File: src/rtl/apu_env_pkg.sv
// Shared definitions for the multi-channel volume envelope generator.
// Holds the register-field widths, the packed NRx2-style register layout
// {init_vol, increase, period} and small helpers for field decode and the
// one-step volume arithmetic used by every channel.
package apu_env_pkg;

    localparam int VOL_W    = 4;
    localparam int PERIOD_W = 3;
    localparam int REG_W    = VOL_W + 1 + PERIOD_W;

    typedef struct packed {
        logic [VOL_W-1:0]    init_vol;
        logic                increase;
        logic [PERIOD_W-1:0] period;
    } env_reg_t;

    // The DAC is off only when the register asks for a silent, decreasing envelope.
    function automatic logic env_dac_on(input env_reg_t r);
        return ({r.init_vol, r.increase} != {(VOL_W+1){1'b0}});
    endfunction

    // Period 0 freezes the envelope, so a trigger leaves it inactive.
    function automatic logic env_will_run(input env_reg_t r);
        return (r.period != {PERIOD_W{1'b0}});
    endfunction

    // One volume step computed one bit wider than the volume; the MSB is the
    // carry (past max) or borrow (below 0) and doubles as the clamp flag.
    function automatic logic [VOL_W:0] env_step(input logic [VOL_W-1:0] vol,
                                                 input logic            inc);
        logic [VOL_W:0] wide;
        wide = {1'b0, vol};
        if (inc) begin
            return wide + (VOL_W+1)'(1);
        end else begin
            return wide - (VOL_W+1)'(1);
        end
    endfunction

endpackage

File: src/rtl/envelope_gen_mc_env_channel.sv
// One envelope channel.
// Ports:
//   clock, reset_n       single clock, synchronous active-low reset
//   frame_tick           envelope-rate strobe
//   reg_we, reg_wdata    register write strobe and data for this channel
//   trigger              restart strobe
//   volume               current volume (registered)
//   env_active           1 while the envelope is still stepping (registered)
//   dac_en               DAC enable decoded from the register (registered)
// Period and direction are captured at trigger time, so rewriting the
// register mid-envelope only affects the next trigger.
module env_channel
    import apu_env_pkg::*;
(
    input  logic             clock,
    input  logic             reset_n,
    input  logic             frame_tick,
    input  logic             reg_we,
    input  env_reg_t         reg_wdata,
    input  logic             trigger,
    output logic [VOL_W-1:0] volume,
    output logic             env_active,
    output logic             dac_en
);

    env_reg_t            reg_q,    reg_d;
    logic [PERIOD_W-1:0] cnt_q,    cnt_d;
    logic [PERIOD_W-1:0] per_q,    per_d;
    logic                inc_q,    inc_d;
    logic [VOL_W-1:0]    vol_q,    vol_d;
    logic                active_q, active_d;
    logic                dac_en_q, dac_en_d;

    env_reg_t            eff_reg_s;
    logic [VOL_W:0]      step_s;

    // Next-state logic: trigger beats tick; a tick only matters while active.
    always_comb begin
        reg_d    = reg_q;
        cnt_d    = cnt_q;
        per_d    = per_q;
        inc_d    = inc_q;
        vol_d    = vol_q;
        active_d = active_q;

        // A write coinciding with a trigger is seen by the trigger.
        eff_reg_s = reg_we ? reg_wdata : reg_q;
        reg_d     = eff_reg_s;
        dac_en_d  = env_dac_on(reg_d);
        step_s    = env_step(vol_q, inc_q);

        if (trigger) begin
            vol_d    = eff_reg_s.init_vol;
            cnt_d    = eff_reg_s.period;
            per_d    = eff_reg_s.period;
            inc_d    = eff_reg_s.increase;
            active_d = env_will_run(eff_reg_s);
        end else if (frame_tick && active_q) begin
            if (cnt_q == PERIOD_W'(1)) begin
                cnt_d = per_q;
                if (step_s[VOL_W]) begin
                    // Step would leave the range: hold volume, stop until retrigger.
                    active_d = 1'b0;
                end else begin
                    vol_d = step_s[VOL_W-1:0];
                end
            end else begin
                cnt_d = cnt_q - PERIOD_W'(1);
            end
        end else begin
            active_d = active_q;
        end
    end

    // State register with synchronous active-low reset.
    always_ff @(posedge clock) begin
        if (!reset_n) begin
            reg_q    <= '0;
            cnt_q    <= '0;
            per_q    <= '0;
            inc_q    <= 1'b0;
            vol_q    <= '0;
            active_q <= 1'b0;
            dac_en_q <= 1'b0;
        end else begin
            reg_q    <= reg_d;
            cnt_q    <= cnt_d;
            per_q    <= per_d;
            inc_q    <= inc_d;
            vol_q    <= vol_d;
            active_q <= active_d;
            dac_en_q <= dac_en_d;
        end
    end

    assign volume     = vol_q;
    assign env_active = active_q;
    assign dac_en     = dac_en_q;

endmodule

File: src/rtl/envelope_gen_mc.sv
// Multi-channel volume envelope generator.
// Ports:
//   clock, reset_n   single clock, synchronous active-low reset
//   frame_tick       envelope-rate strobe shared by all channels
//   reg_we[NUM_CH]   per-channel register write strobes
//   reg_wdata        shared write data {init_vol, increase, period}
//   trigger[NUM_CH]  per-channel restart strobes
//   volume           packed volumes, ch0 in the LSBs (registered)
//   env_active       per-channel stepping flag (registered)
//   dac_en           per-channel DAC enable (registered)
module envelope_gen_mc
    import apu_env_pkg::*;
#(
    parameter int NUM_CH = 4
) (
    input  logic                    clock,
    input  logic                    reset_n,
    input  logic                    frame_tick,
    input  logic [NUM_CH-1:0]       reg_we,
    input  logic [REG_W-1:0]        reg_wdata,
    input  logic [NUM_CH-1:0]       trigger,
    output logic [NUM_CH*VOL_W-1:0] volume,
    output logic [NUM_CH-1:0]       env_active,
    output logic [NUM_CH-1:0]       dac_en
);

    env_reg_t wdata_s;
    assign wdata_s = env_reg_t'(reg_wdata);

    for (genvar ch = 0; ch < NUM_CH; ch++) begin : g_ch
        env_channel u_ch (
            .clock      (clock),
            .reset_n    (reset_n),
            .frame_tick (frame_tick),
            .reg_we     (reg_we[ch]),
            .reg_wdata  (wdata_s),
            .trigger    (trigger[ch]),
            .volume     (volume[ch*VOL_W +: VOL_W]),
            .env_active (env_active[ch]),
            .dac_en     (dac_en[ch])
        );
    end

endmodule
File: config.mk
export PLATFORM = sky130hd
export DESIGN_NAME = envelope_gen_mc
export DESIGN_NICKNAME = d
export VERILOG_FILES = /design/src/rtl/apu_env_pkg.sv /design/src/rtl/envelope_gen_mc_env_channel.sv /design/src/rtl/envelope_gen_mc.sv
export SDC_FILE = /design/constraint.sdc
export NUM_CORES = 1
export LEC_CHECK = 0
export BUFFER_PORTS_ARGS = -buffer_cell sky130_fd_sc_hd__buf_2
export CORE_MARGIN = 3
export CORE_UTILIZATION = 31
export CTS_BUF_LIST = sky130_fd_sc_hd__clkbuf_4 sky130_fd_sc_hd__clkbuf_8 sky130_fd_sc_hd__clkbuf_16
export DETAILED_ROUTE_END_ITERATION = 12
export GPL_ROUTABILITY_DRIVEN = 0
export PLACE_DENSITY = 0.44
export SETUP_SLACK_MARGIN = 0.3
export SYNTH_ARGS = -nofsm -noshare
export SYNTH_HDL_FRONTEND = slang
export SYNTH_SLANG_ARGS = --single-unit
File: constraint.sdc
create_clock -name clock -period 4.83 [get_ports clock]
set_input_delay 0.966 -clock clock [delete_from_list [all_inputs] [get_ports clock]]
set_output_delay 0.966 -clock clock [all_outputs]
set_load 0.1 [all_outputs]
==> results of run 1 <==
per-layer routing:
metal / share of wire / vias to the layer above
met5: 0 / -
met4: 0.010 / 0
met3: 0.037 / 11
met2: 0.45 / 46
met1: 0.50 / 1566
li1: - / 1715
through the flow:
step	hold slack, ns	util	power [uW]	worst slack [ns]
global placement	0.455	0.347	1170	2.44
global route	0.508	0.368	1910	2.49
floorplan	0.435	-	1100	2.09
finish	0.473	0.368	1820	2.64
CTS	0.481	0.368	1850	2.62
detailed placement	0.465	0.347	1170	2.42
worst max path at each step:
stage                                  startpoint                     end  slack (ns)  cells after the start
final                     g_ch[1].u_ch.env_active           env_active[1]        2.64                      1
after global routing       g_ch[0].u_ch.volume[0]  g_ch[0].u_ch.volume[3]        2.49                      7
after CTS                 g_ch[1].u_ch.env_active           env_active[1]        2.62                      1
after detailed placement               frame_tick  g_ch[0].u_ch.volume[1]        2.42                      6
after global placement                 frame_tick  g_ch[1].u_ch.volume[1]        2.44                      6
after floorplan            g_ch[1].u_ch.volume[0]  g_ch[1].u_ch.volume[1]        2.09                      7
cells in the mapped netlist (3+ instances only):
master                     instances  area share
sky130_fd_sc_hd__dfxtp_1          84        0.38
sky130_fd_sc_hd__nand2_1          53       0.045
sky130_fd_sc_hd__mux2i_1          39       0.089
sky130_fd_sc_hd__nor2_1           33       0.028
sky130_fd_sc_hd__nor2b_1          33       0.047
sky130_fd_sc_hd__a21oi_1          22       0.025
sky130_fd_sc_hd__inv_1            22       0.019
sky130_fd_sc_hd__ha_1             20       0.057
sky130_fd_sc_hd__clkbuf_1         17       0.014
sky130_fd_sc_hd__o211a_1          16       0.036
sky130_fd_sc_hd__xnor2_1          14       0.028
sky130_fd_sc_hd__nor3_1           12       0.014
sky130_fd_sc_hd__a211oi_1         10       0.017
sky130_fd_sc_hd__nand2b_1         10       0.014
sky130_fd_sc_hd__nand3_1          10       0.011
sky130_fd_sc_hd__buf_4             9       0.015
sky130_fd_sc_hd__o21a_1            7       0.012
sky130_fd_sc_hd__and2_1            5      0.0071
sky130_fd_sc_hd__a211o_1           4      0.0080
sky130_fd_sc_hd__a21o_1            4      0.0068
sky130_fd_sc_hd__buf_2             4      0.0045
sky130_fd_sc_hd__fa_1              4       0.018
sky130_fd_sc_hd__mux2i_2           4       0.012
sky130_fd_sc_hd__nand4_1           4      0.0057
sky130_fd_sc_hd__nor3_2            4      0.0091
sky130_fd_sc_hd__nor4_1            4      0.0057
sky130_fd_sc_hd__or3_1             3      0.0043
power by group:
part | internal, uW | switching, uW
Combinational | 127 | 255
Sequential | 740 | 32.2
Clock | 388 | 274
final cells by class:
type / instances / share of cell area
Tap cell: 176 / 0.0442
Timing Repair Buffer: 45 / 0.0467
Clock inverter: 4 / 0.00452
Clock buffer: 12 / 0.0534
Sequential cell: 84 / 0.337
Inverter: 22 / 0.0166
Multi-Input combinational cell: 345 / 0.497
sequential cells by signal, summed over array words and instances (netlist names):
register / cells
g_ch.u_ch.per_q: 12
g_ch.u_ch.dac_en: 4
g_ch.u_ch.inc_q: 4
g_ch.u_ch.env_active: 4
g_ch.u_ch.volume: 16
g_ch.u_ch.cnt_q: 12
g_ch.u_ch.reg_q: 32
cell usage in the layout, fill, tap and decap left out, drive strengths merged, types with 7 or more instances in the layout:
cell type / instances
a211oi: 10
a21oi: 22
buf: 45
clkbuf: 12
dfxtp: 84
ha: 20
inv: 22
mux2i: 43
nand2: 55
nand2b: 10
nand3: 10
nor2: 33
nor2b: 33
nor3: 16
o211a: 16
o21a: 7
xnor2: 14
cells by family after synthesis:
family,after synthesis,synth area share
flops,84,0.382
buf+inv,54,0.0548
mux,45,0.106
simple gates,179,0.208
xor+xnor,16,0.0318
compound gates,81,0.142
fa+ha+maj,24,0.0750
worst register-to-register path: stages, from the launching register on:
cell                        delay [ns]
sky130_fd_sc_hd__dfxtp_1          0.41
sky130_fd_sc_hd__inv_1            0.09
sky130_fd_sc_hd__fa_1             0.46
sky130_fd_sc_hd__nand2b_1         0.18
sky130_fd_sc_hd__o2bb2ai_2        0.15
sky130_fd_sc_hd__mux2i_2          0.36
sky130_fd_sc_hd__nor2_1           0.10
sky130_fd_sc_hd__o311a_1          0.33
==> results_dict.tcl, run 1 <==
set metrics [dict create \
    tritoncts_buffers 9 \
    post_cts_buffers 0 \
    critical_path.reg2reg.endpoint "g_ch[0].u_ch.volume[3]" \
    floorplan.die_area_um2 15700 \
    vias_in_the_first_global_route 3282 \
    end_kind "primary output" \
    rr_worst_depth 7 \
    antenna_violations_before_repair 0 \
    core_um2 13600 \
    slew_headroom 0.549 \
    ios 43 \
    hold_buf_count_cts 0 \
    cts_tree "yes" \
    dpl.cell_count 672 \
    number_of_buffers_on_the_longest_clock_path 2 \
    postSynth.asyncResetShare 0 \
    placed_cell_area_um2 4700 \
    routedWlPerCell_um 14.0 \
    timing.hold.worst.class "flip-flop to flip-flop" \
    gr-total-overflow 0 \
    power.leakage_uw 0.00227 \
    fillerInstances 1398 \
    min_path_cells 2 \
    power.density_nw_per_um2 364 \
    final-hold-violation-count 0 \
    drt.antenna.violating_nets 0 \
    syn_area_um2 4400 \
    cts_htree_levels 3 \
    fmaxAchievable_mhz 458 \
    synth_fp_nets 526 \
    antennaDiodeCount 0 \
    worstHoldEndpoint "g_ch[2].u_ch.per_q[1]" \
    worst-path-max-fanout 4 \
    regToRegStartpoint "g_ch[0].u_ch.volume[0]" \
    setup-tns-final_ns 0 \
    crit_chain "buf_2" \
    ys_types 44 \
    cell_type_group_with_the_largest_total_delay_on_the_critical_path "buffers and inverters" \
    synthesis.instances 483 \
    stdcell_area_um2 4990 \
    path_clk_slew_ns 0.06 \
    root_buffer_cell "sky130_fd_sc_hd__clkbuf_16" \
    critical_path.n_buffers_inverters 1 \
    detailed_placement_hpwl_um 6910 \
    worst_path_max_delay_cell "sky130_fd_sc_hd__buf_2" \
    final_layout_size_suffix_gt1_frac 0.145 \
    initialDrtViolationCount 165 \
    crit_arrival_ns 1.22 \
    hold_path.startpoint "g_ch[2].u_ch.per_q[1]" \
    area_of_the_multi_input_gates_um2 2480 \
    grtUsageTotal 0.128 \
    start_util 0.325 \
    run_status "complete, no violations" \
    yosys_register_bits 84 \
    cap_violations 0 \
    post_synth.cell_area_avg_um2 9.12 \
    final.min_clock_period_ns 2.19 \
    worst_path_largest_cell_delay_ns 0.46 \
    fin_cells 688 \
    die-width_um 125 \
    detailroute.via_count 3338 \
    setup.reg_to_reg.worst_slack_ns 2.65 \
    grt_busiest_layer "met2" \
    grt_pass1_wl_um 16400 \
    rsz0062_at_grt "false" \
    area.sequential_um2 1680 \
    port_buffers 42 \
    fp-row-count 42 \
    ys_seq_area_frac 0.382 \
    synth_enable_flop_cells 0 \
    vdd_drop_max_mv 0.163 \
    clkSinkCount 84 \
    routed_wirelength_um 9650 \
    grt_use_met2 0.198 \
    drt-pass1-iter-count 4 \
    remaining_drc_errors 0 \
    type_of_element_launching_the_critical_path "flip-flop" \
    ys.flop_type "sky130_fd_sc_hd__dfxtp_1" \
    pin_count_of_the_biggest_net_entering_global_routing 43 \
    finish.net_count 550 \
    final-setup-viol-count 0 \
    ctsResizeCount 0 \
    via_density_per_instance 4.85 \
    yosys_warnings 0 \
    grt_use_met1 0.172 \
    layout_worst_path_cycle_share 0.452 \
    path_class "flip-flop to primary output" \
    grt_util_met3 0.0401 \
    clock-skew-final_ns 0.00583 \
    areaGrowthSynthToFinish_pct 13.2 \
    fp.dieH_um 125 \
    slew_violations 0 \
    tightestPinTransition_ns 0.672 \
    insertion_delay_ns 0.34 \
    required_ns 3.86 \
]
Note: power is estimated with default switching activity, not from simulation.
==> inputs of run 2 (changes only) <==
--- a/config.mk
+++ b/config.mk
@@ -5,13 +5,14 @@
 export SDC_FILE = /design/constraint.sdc
 export NUM_CORES = 1
 export LEC_CHECK = 0
+export ABC_AREA = 1
 export BUFFER_PORTS_ARGS = -buffer_cell sky130_fd_sc_hd__buf_2
 export CORE_MARGIN = 3
 export CORE_UTILIZATION = 31
 export CTS_BUF_LIST = sky130_fd_sc_hd__clkbuf_4 sky130_fd_sc_hd__clkbuf_8 sky130_fd_sc_hd__clkbuf_16
 export DETAILED_ROUTE_END_ITERATION = 12
 export GPL_ROUTABILITY_DRIVEN = 0
-export PLACE_DENSITY = 0.44
+export PLACE_DENSITY = 0.46
 export SETUP_SLACK_MARGIN = 0.3
 export SYNTH_ARGS = -nofsm -noshare
 export SYNTH_HDL_FRONTEND = slang
==> constraint.sdc (replaced) <==
create_clock -name clock -period 2 [get_ports clock]
set_input_delay 0.4 -clock clock [delete_from_list [all_inputs] [get_ports clock]]
set_output_delay 0.4 -clock clock [all_outputs]
set_load 0.1 [all_outputs]
==> results_dict.tcl, run 2 <==
set metrics [dict create \
    via_density_per_instance 4.73 \
    power.switching_fraction 0.333 \
    path_class "flip-flop to flip-flop" \
    tritoncts_buffers 9 \
    slew_headroom 0.553 \
    synth_top_cells_by_count "sky130_fd_sc_hd__nand2_1 (137), sky130_fd_sc_hd__dfxtp_1 (84), sky130_fd_sc_hd__inv_1 (72), sky130_fd_sc_hd__nor2_1 (72), sky130_fd_sc_hd__nand3_1 (47)" \
    power.leakage_uw 0.00235 \
    yosys_register_bits 84 \
    final_layout_size_suffix_gt1_frac 0.243 \
    detailroute.via_count 3913 \
    fmaxAchievable_mhz 593 \
    start_util 0.323 \
    synthesis.instances 612 \
    mostFrequentLayoutCells "sky130_fd_sc_hd__nand2_1 (127), sky130_fd_sc_hd__nor2_1 (70), sky130_fd_sc_hd__dfxtp_1 (64)" \
    power.net_switching_uw 1560 \
    vdd_drop_max_mv 0.406 \
    postSynth.asyncResetShare 0 \
    final-setup-viol-count 0 \
    port_buffers 42 \
    clock_power_share 0.348 \
    routed_wirelength_um 10900 \
    synth_top_family_by_area "simple AND/OR/NAND/NOR gates" \
    gr-total-overflow 0 \
    hold_buf_count_cts 0 \
    drt.antenna.violating_nets 0 \
    synth_enable_flop_cells 0 \
    fin_cells 827 \
    crit_arrival_ns 1.92 \
    clock-skew-final_ns 0.00425 \
    cts_htree_levels 3 \
    post_synth.cell_area_avg_um2 7.13 \
    vias_in_the_first_global_route 3719 \
    ys_types 35 \
    setup-tns-final_ns 0 \
    pin_count_of_the_biggest_net_entering_global_routing 38 \
    proportion_of_netlist_area_held_by_the_largest_area_contributor 0.385 \
    end_kind "flip-flop" \
    power.density_nw_per_um2 888 \
    slew_violations 0 \
    number_of_buffers_on_the_longest_clock_path 2 \
    clkSinkCount 84 \
    comb_power_share 0.251 \
    ys_seq_area_frac 0.385 \
    tightestPinTransition_ns 0.670 \
    postLayoutCoreUtil 0.392 \
    layout_commonest_cell "sky130_fd_sc_hd__nand2_1" \
    worst-path-max-fanout 5 \
    path_clk_slew_ns 0.06 \
    remaining_drc_errors 0 \
    insertion_delay_ns 0.34 \
    rsz0062_at_grt "true" \
    p_int_uw 3130 \
    grtUsageTotal 0.140 \
    grt_pass1_wl_um 17900 \
    timing.hold.worst.class "primary input to flip-flop" \
    synthDominantAreaCellType "sky130_fd_sc_hd__dfxtp_1" \
    root_buffer_cell "sky130_fd_sc_hd__clkbuf_16" \
    yosys_warnings 0 \
    layout_worst_path_cycle_share 0.842 \
    areaGrowthSynthToFinish_pct 21.3 \
    largest_register_ffs 32 \
    initialDrtViolationCount 204 \
    required_ns 2.23 \
    yosys-mux-area-fraction 0.00459 \
    fp.dieH_um 125 \
    final.min_clock_period_ns 1.68 \
    finalHoldWorstSlack_ns 0.369 \
    cap_violations 0 \
    fp-row-count 42 \
    netlist_top_cells_area "sky130_fd_sc_hd__dfxtp_1 (39%), sky130_fd_sc_hd__nand2_1 (12%), sky130_fd_sc_hd__inv_1 (6.2%)" \
    type_of_element_launching_the_critical_path "flip-flop" \
    syn_area_um2 4360 \
    synth_compound_gate_area_share 0.149 \
    run_status "complete, no violations" \
    antenna_violations_before_repair 0 \
    synth-xor-area-share 0.00602 \
    core_um2 13500 \
    die-width_um 125 \
    cts_tree "yes" \
    synth_fp_nets 655 \
    ys.flop_type "sky130_fd_sc_hd__dfxtp_1" \
    antennaDiodeCount 0 \
    routedWlPerCell_um 13.1 \
    yosys.area_share.adder 0.0757 \
    top_register "g_ch.u_ch.reg_q" \
    yosys.cell_count.top_type "sky130_fd_sc_hd__nand2_1" \
    detailed_placement_hpwl_um 7780 \
    yosys.area_share.simple 0.276 \
    ios 43 \
    floorplan.die_area_um2 15500 \
    dpl.cell_count 806 \
    seq_power_share 0.401 \
    final-hold-violation-count 0 \
    drt-pass1-iter-count 5 \
    finish.net_count 689 \
]
[run 2: cell count changes after synthesis, moves of 16 or more]
cell	change
sky130_fd_sc_hd__nand2_1	+84
sky130_fd_sc_hd__inv_1	+50
sky130_fd_sc_hd__nor2_1	+39
sky130_fd_sc_hd__o21ai_0	+39
sky130_fd_sc_hd__mux2i_1	-37
sky130_fd_sc_hd__nand3_1	+37
sky130_fd_sc_hd__nor2b_1	-33
sky130_fd_sc_hd__o211a_1	-16
[run 2: cell families after synthesis]
logic type                 after synthesis
AOI/OAI and AO/OA                      116
xor gates and xnor gates                 3
and+or+nand+nor                        281
muxes                                    2
adders and majority gates               24
buffers and inverters                  102
DFF                                     84
[run 2: timing repair]
action,in CTS,in global routing
endpoints found under the setup margin,14,18
cloned,0,0
pin swaps,0,11
resized for setup,8,38
buffers inserted,0,5
[run 2: power groups by stage]
stage	Clock (uW)	Combinational [uW]	Sequential [uW]
after CTS	1700	1100	1880
final	1630	1180	1890
after global placement	0	1070	1910
after global routing	1770	1310	1900
after detailed placement	0	1070	1910
after floorplan	0	687	2100
[run 2: final timing paths]
path / cells after the start / endpoint / slack, ns / start
max: 9 / g_ch[2].u_ch.volume[0] / 0.32 / g_ch[2].u_ch.inc_q
min: 3 / g_ch[1].u_ch.env_active / 0.37 / trigger[1]
max reg2reg: 9 / g_ch[2].u_ch.volume[0] / 0.32 / g_ch[2].u_ch.inc_q
min reg2reg: 2 / g_ch[0].u_ch.per_q[2] / 0.47 / g_ch[0].u_ch.per_q[2]
[run 2: critical path: stages, from the launching register on]
cell                         delay (ns)
sky130_fd_sc_hd__dfxtp_4           0.38
sky130_fd_sc_hd__clkinvlp_4        0.17
sky130_fd_sc_hd__ha_4              0.30
sky130_fd_sc_hd__or2_4             0.25
sky130_fd_sc_hd__nand3_4           0.10
sky130_fd_sc_hd__nand3_4           0.11
sky130_fd_sc_hd__nand2_4           0.09
sky130_fd_sc_hd__inv_2             0.05
sky130_fd_sc_hd__nor2_2            0.10
sky130_fd_sc_hd__nor2_1            0.04
[run 2: final cells by class]
| cell class | instances | area [um2] |
|---|---|---|
| fill | 1449 | 8210 |
| multi-input combinational | 426 | 2460 |
| sequential | 84 | 1750 |
| inverter | 75 | 293 |
| timing repair buffer | 50 | 283 |
| clock buffer | 10 | 233 |
| tap | 176 | 220 |
| clock inverter | 6 | 55.1 |
[run 2: stage by stage]
| step | power, uW | instance area, um2 | setup slack [ns] |
|---|---|---|---|
| final | 4700 | 5290 | 0.315 |
| after global routing | 4980 | 5290 | 0.235 |
| after CTS | 4680 | 5100 | 0.294 |
| after detailed placement | 2990 | 4760 | 0.154 |
| after global placement | 2980 | 4760 | 0.205 |
| after floorplan | 2790 | 4470 | 0.305 |
[run 2: per-layer routing]
metal,global-route usage,up-vias,part of all wire
li1,-,2046,-
met1,0.179,1813,0.49
met2,0.232,42,0.47
met3,0.0403,12,0.030
met4,0.0329,0,0.010
met5,0,-,0
==> inputs of run 3 (changes only) <==
==> constraint.sdc (replaced) <==
create_clock -name clock -period 1.5 [get_ports clock]
set_input_delay 0.3 -clock clock [delete_from_list [all_inputs] [get_ports clock]]
set_output_delay 0.3 -clock clock [all_outputs]
set_load 0.1 [all_outputs]
==> results_dict.tcl, run 3 (synthesized netlist as in run 2, its figures left out) <==
set metrics [dict create \
    finish.net_count 754 \
    violations "negative setup slack" \
    drt-pass1-iter-count 4 \
    root_buffer_cell "sky130_fd_sc_hd__clkbuf_16" \
    cap_violations 0 \
    crit_arrival_ns 1.84 \
    postLayoutCoreUtil 0.489 \
    largest_register_ffs 32 \
    remaining_drc_errors 0 \
    dpl.cell_count 856 \
    routedWlPerCell_um 13.1 \
    timing.hold.worst.class "primary input to flip-flop" \
    port_buffers 42 \
    area_of_the_multi_input_gates_um2 2750 \
    initialDrtViolationCount 224 \
    final.min_clock_period_ns 1.60 \
    mostFrequentLayoutCells "sky130_fd_sc_hd__nand2_1 (118), sky130_fd_sc_hd__nor2_1 (66), sky130_fd_sc_hd__dfxtp_1 (48), sky130_fd_sc_hd__buf_4 (48), sky130_fd_sc_hd__inv_1 (41)" \
    antennaDiodeCount 0 \
    detailed_placement_hpwl_um 8060 \
    core_um2 13500 \
    slew_headroom 0.642 \
    start_util 0.323 \
    final-hold-violation-count 0 \
    floorplan.die_area_um2 15500 \
    detailroute.via_count 4157 \
    path_clk_slew_ns 0.06 \
    cts_htree_levels 3 \
    path_class "flip-flop to flip-flop" \
    fillerInstances 1297 \
    via_density_per_instance 4.66 \
    worst-path-max-fanout 3 \
    vdd_drop_max_mv 0.543 \
    fp-row-count 42 \
    cell_type_group_with_the_largest_total_delay_on_the_critical_path "simple AND/OR/NAND/NOR gates" \
    worst_slack_ns -0.100 \
    critical_path.n_buffers_inverters 3 \
    routed_wirelength_um 11700 \
    die-width_um 125 \
    ios 43 \
    final_layout_size_suffix_gt1_frac 0.408 \
    end_kind "flip-flop" \
    grt_pass1_wl_um 19400 \
    drt.antenna.violating_nets 0 \
    hold_buf_count_cts 0 \
    clkSinkCount 84 \
    rsz0062_at_grt "true" \
    area.sequential_um2 1780 \
    type_of_element_launching_the_critical_path "flip-flop" \
    required_ns 1.74 \
    worst_path_largest_cell_delay_ns 0.34 \
    run_status "complete, but fails checks" \
    final-setup-viol-count 12 \
    vias_in_the_first_global_route 4088 \
    worst_path_max_delay_cell "sky130_fd_sc_hd__dfxtp_2" \
    tritoncts_buffers 9 \
    fin_cells 892 \
    layout_commonest_cell "sky130_fd_sc_hd__nand2_1" \
    slew_violations 0 \
    fp.dieH_um 125 \
    fin_total_pwr_uw 6980 \
    antenna_violations_before_repair 0 \
    fmaxAchievable_mhz 625 \
    cts_tree "yes" \
    tightestPinTransition_ns 0.537 \
    grtUsageTotal 0.151 \
    crit_chain "buf_6 > fa_2 > inv_2 > nand3_4 > nand2_2 > nand2_2 > nand3_4 > buf_6 > nand3_2 > nand2_1 > nor2_1" \
    clock-skew-final_ns 0.00711 \
    power.leakage_uw 0.00285 \
    gr-total-overflow 0 \
    top_register "g_ch.u_ch.reg_q" \
    insertion_delay_ns 0.34 \
    areaGrowthSynthToFinish_pct 51.2 \
    power.density_nw_per_um2 1060 \
    layout_worst_path_cycle_share 1.07 \
    placement.setup.worst_slack_ns -0.123 \
    pin_count_of_the_biggest_net_entering_global_routing 36 \
    number_of_buffers_on_the_longest_clock_path 2 \
    setup-tns-final_ns -0.585 \
]
-- run 3: what timing repair did --
item,in CTS,in global routing
setup endpoints to repair,54,57
pin swaps,31,41
gates resized for setup,168,98
buffers inserted,10,10
-- run 3: layout make-up --
type	instances	area share
multi-input cells	426	0.416
flip-flops and latches	84	0.270
clock buffers	11	0.0400
well taps	176	0.0334
repair buffers	115	0.186
inverters	75	0.0472
clock inverters	5	0.00626
-- run 3: worst reg2reg max path: cells and delay by family (launching register included) --
family | cells | cell delay (ns)
and+or+nand+nor | 7 | 0.50
adders and majority gates | 1 | 0.33
DFF | 1 | 0.34
buffers and inverters | 3 | 0.32
-- run 3: path summary, 6_finish.rpt --
check                        startpoint  slack [ns]  cells after the start                       to
setup / recovery     g_ch[0].u_ch.inc_q       -0.10                     11   g_ch[0].u_ch.volume[1]
hold / removal               trigger[3]        0.26                      3  g_ch[3].u_ch.env_active
setup reg to reg     g_ch[0].u_ch.inc_q       -0.10                     11   g_ch[0].u_ch.volume[1]
hold reg to reg   g_ch[0].u_ch.per_q[2]        0.47                      2    g_ch[0].u_ch.per_q[2]
-- run 3: metal layers --
metal | part of all wire | GRT usage
met3 | 0.023 | 0.0330
met1 | 0.47 | 0.192
met4 | 0.017 | 0.0490
met2 | 0.49 | 0.254
met5 | 0 | 0
-- run 3: through the flow --
stage          cell area [um2]  hold WS (ns)
3_3_place_gp              5200         0.454
4_1_cts                   6180         0.255
5_1_grt                   6600         0.266
3_5_place_dp              5200         0.457
6_report                  6600         0.263
2_1_floorplan             4510         0.429
-- run 3: power breakdown --
group	leakage, uW	switching (uW)	internal (uW)	total, uW
Combinational	0.00198	1250	935	2180
Clock	0.000152	975	1280	2260
Sequential	0.000714	133	2400	2530
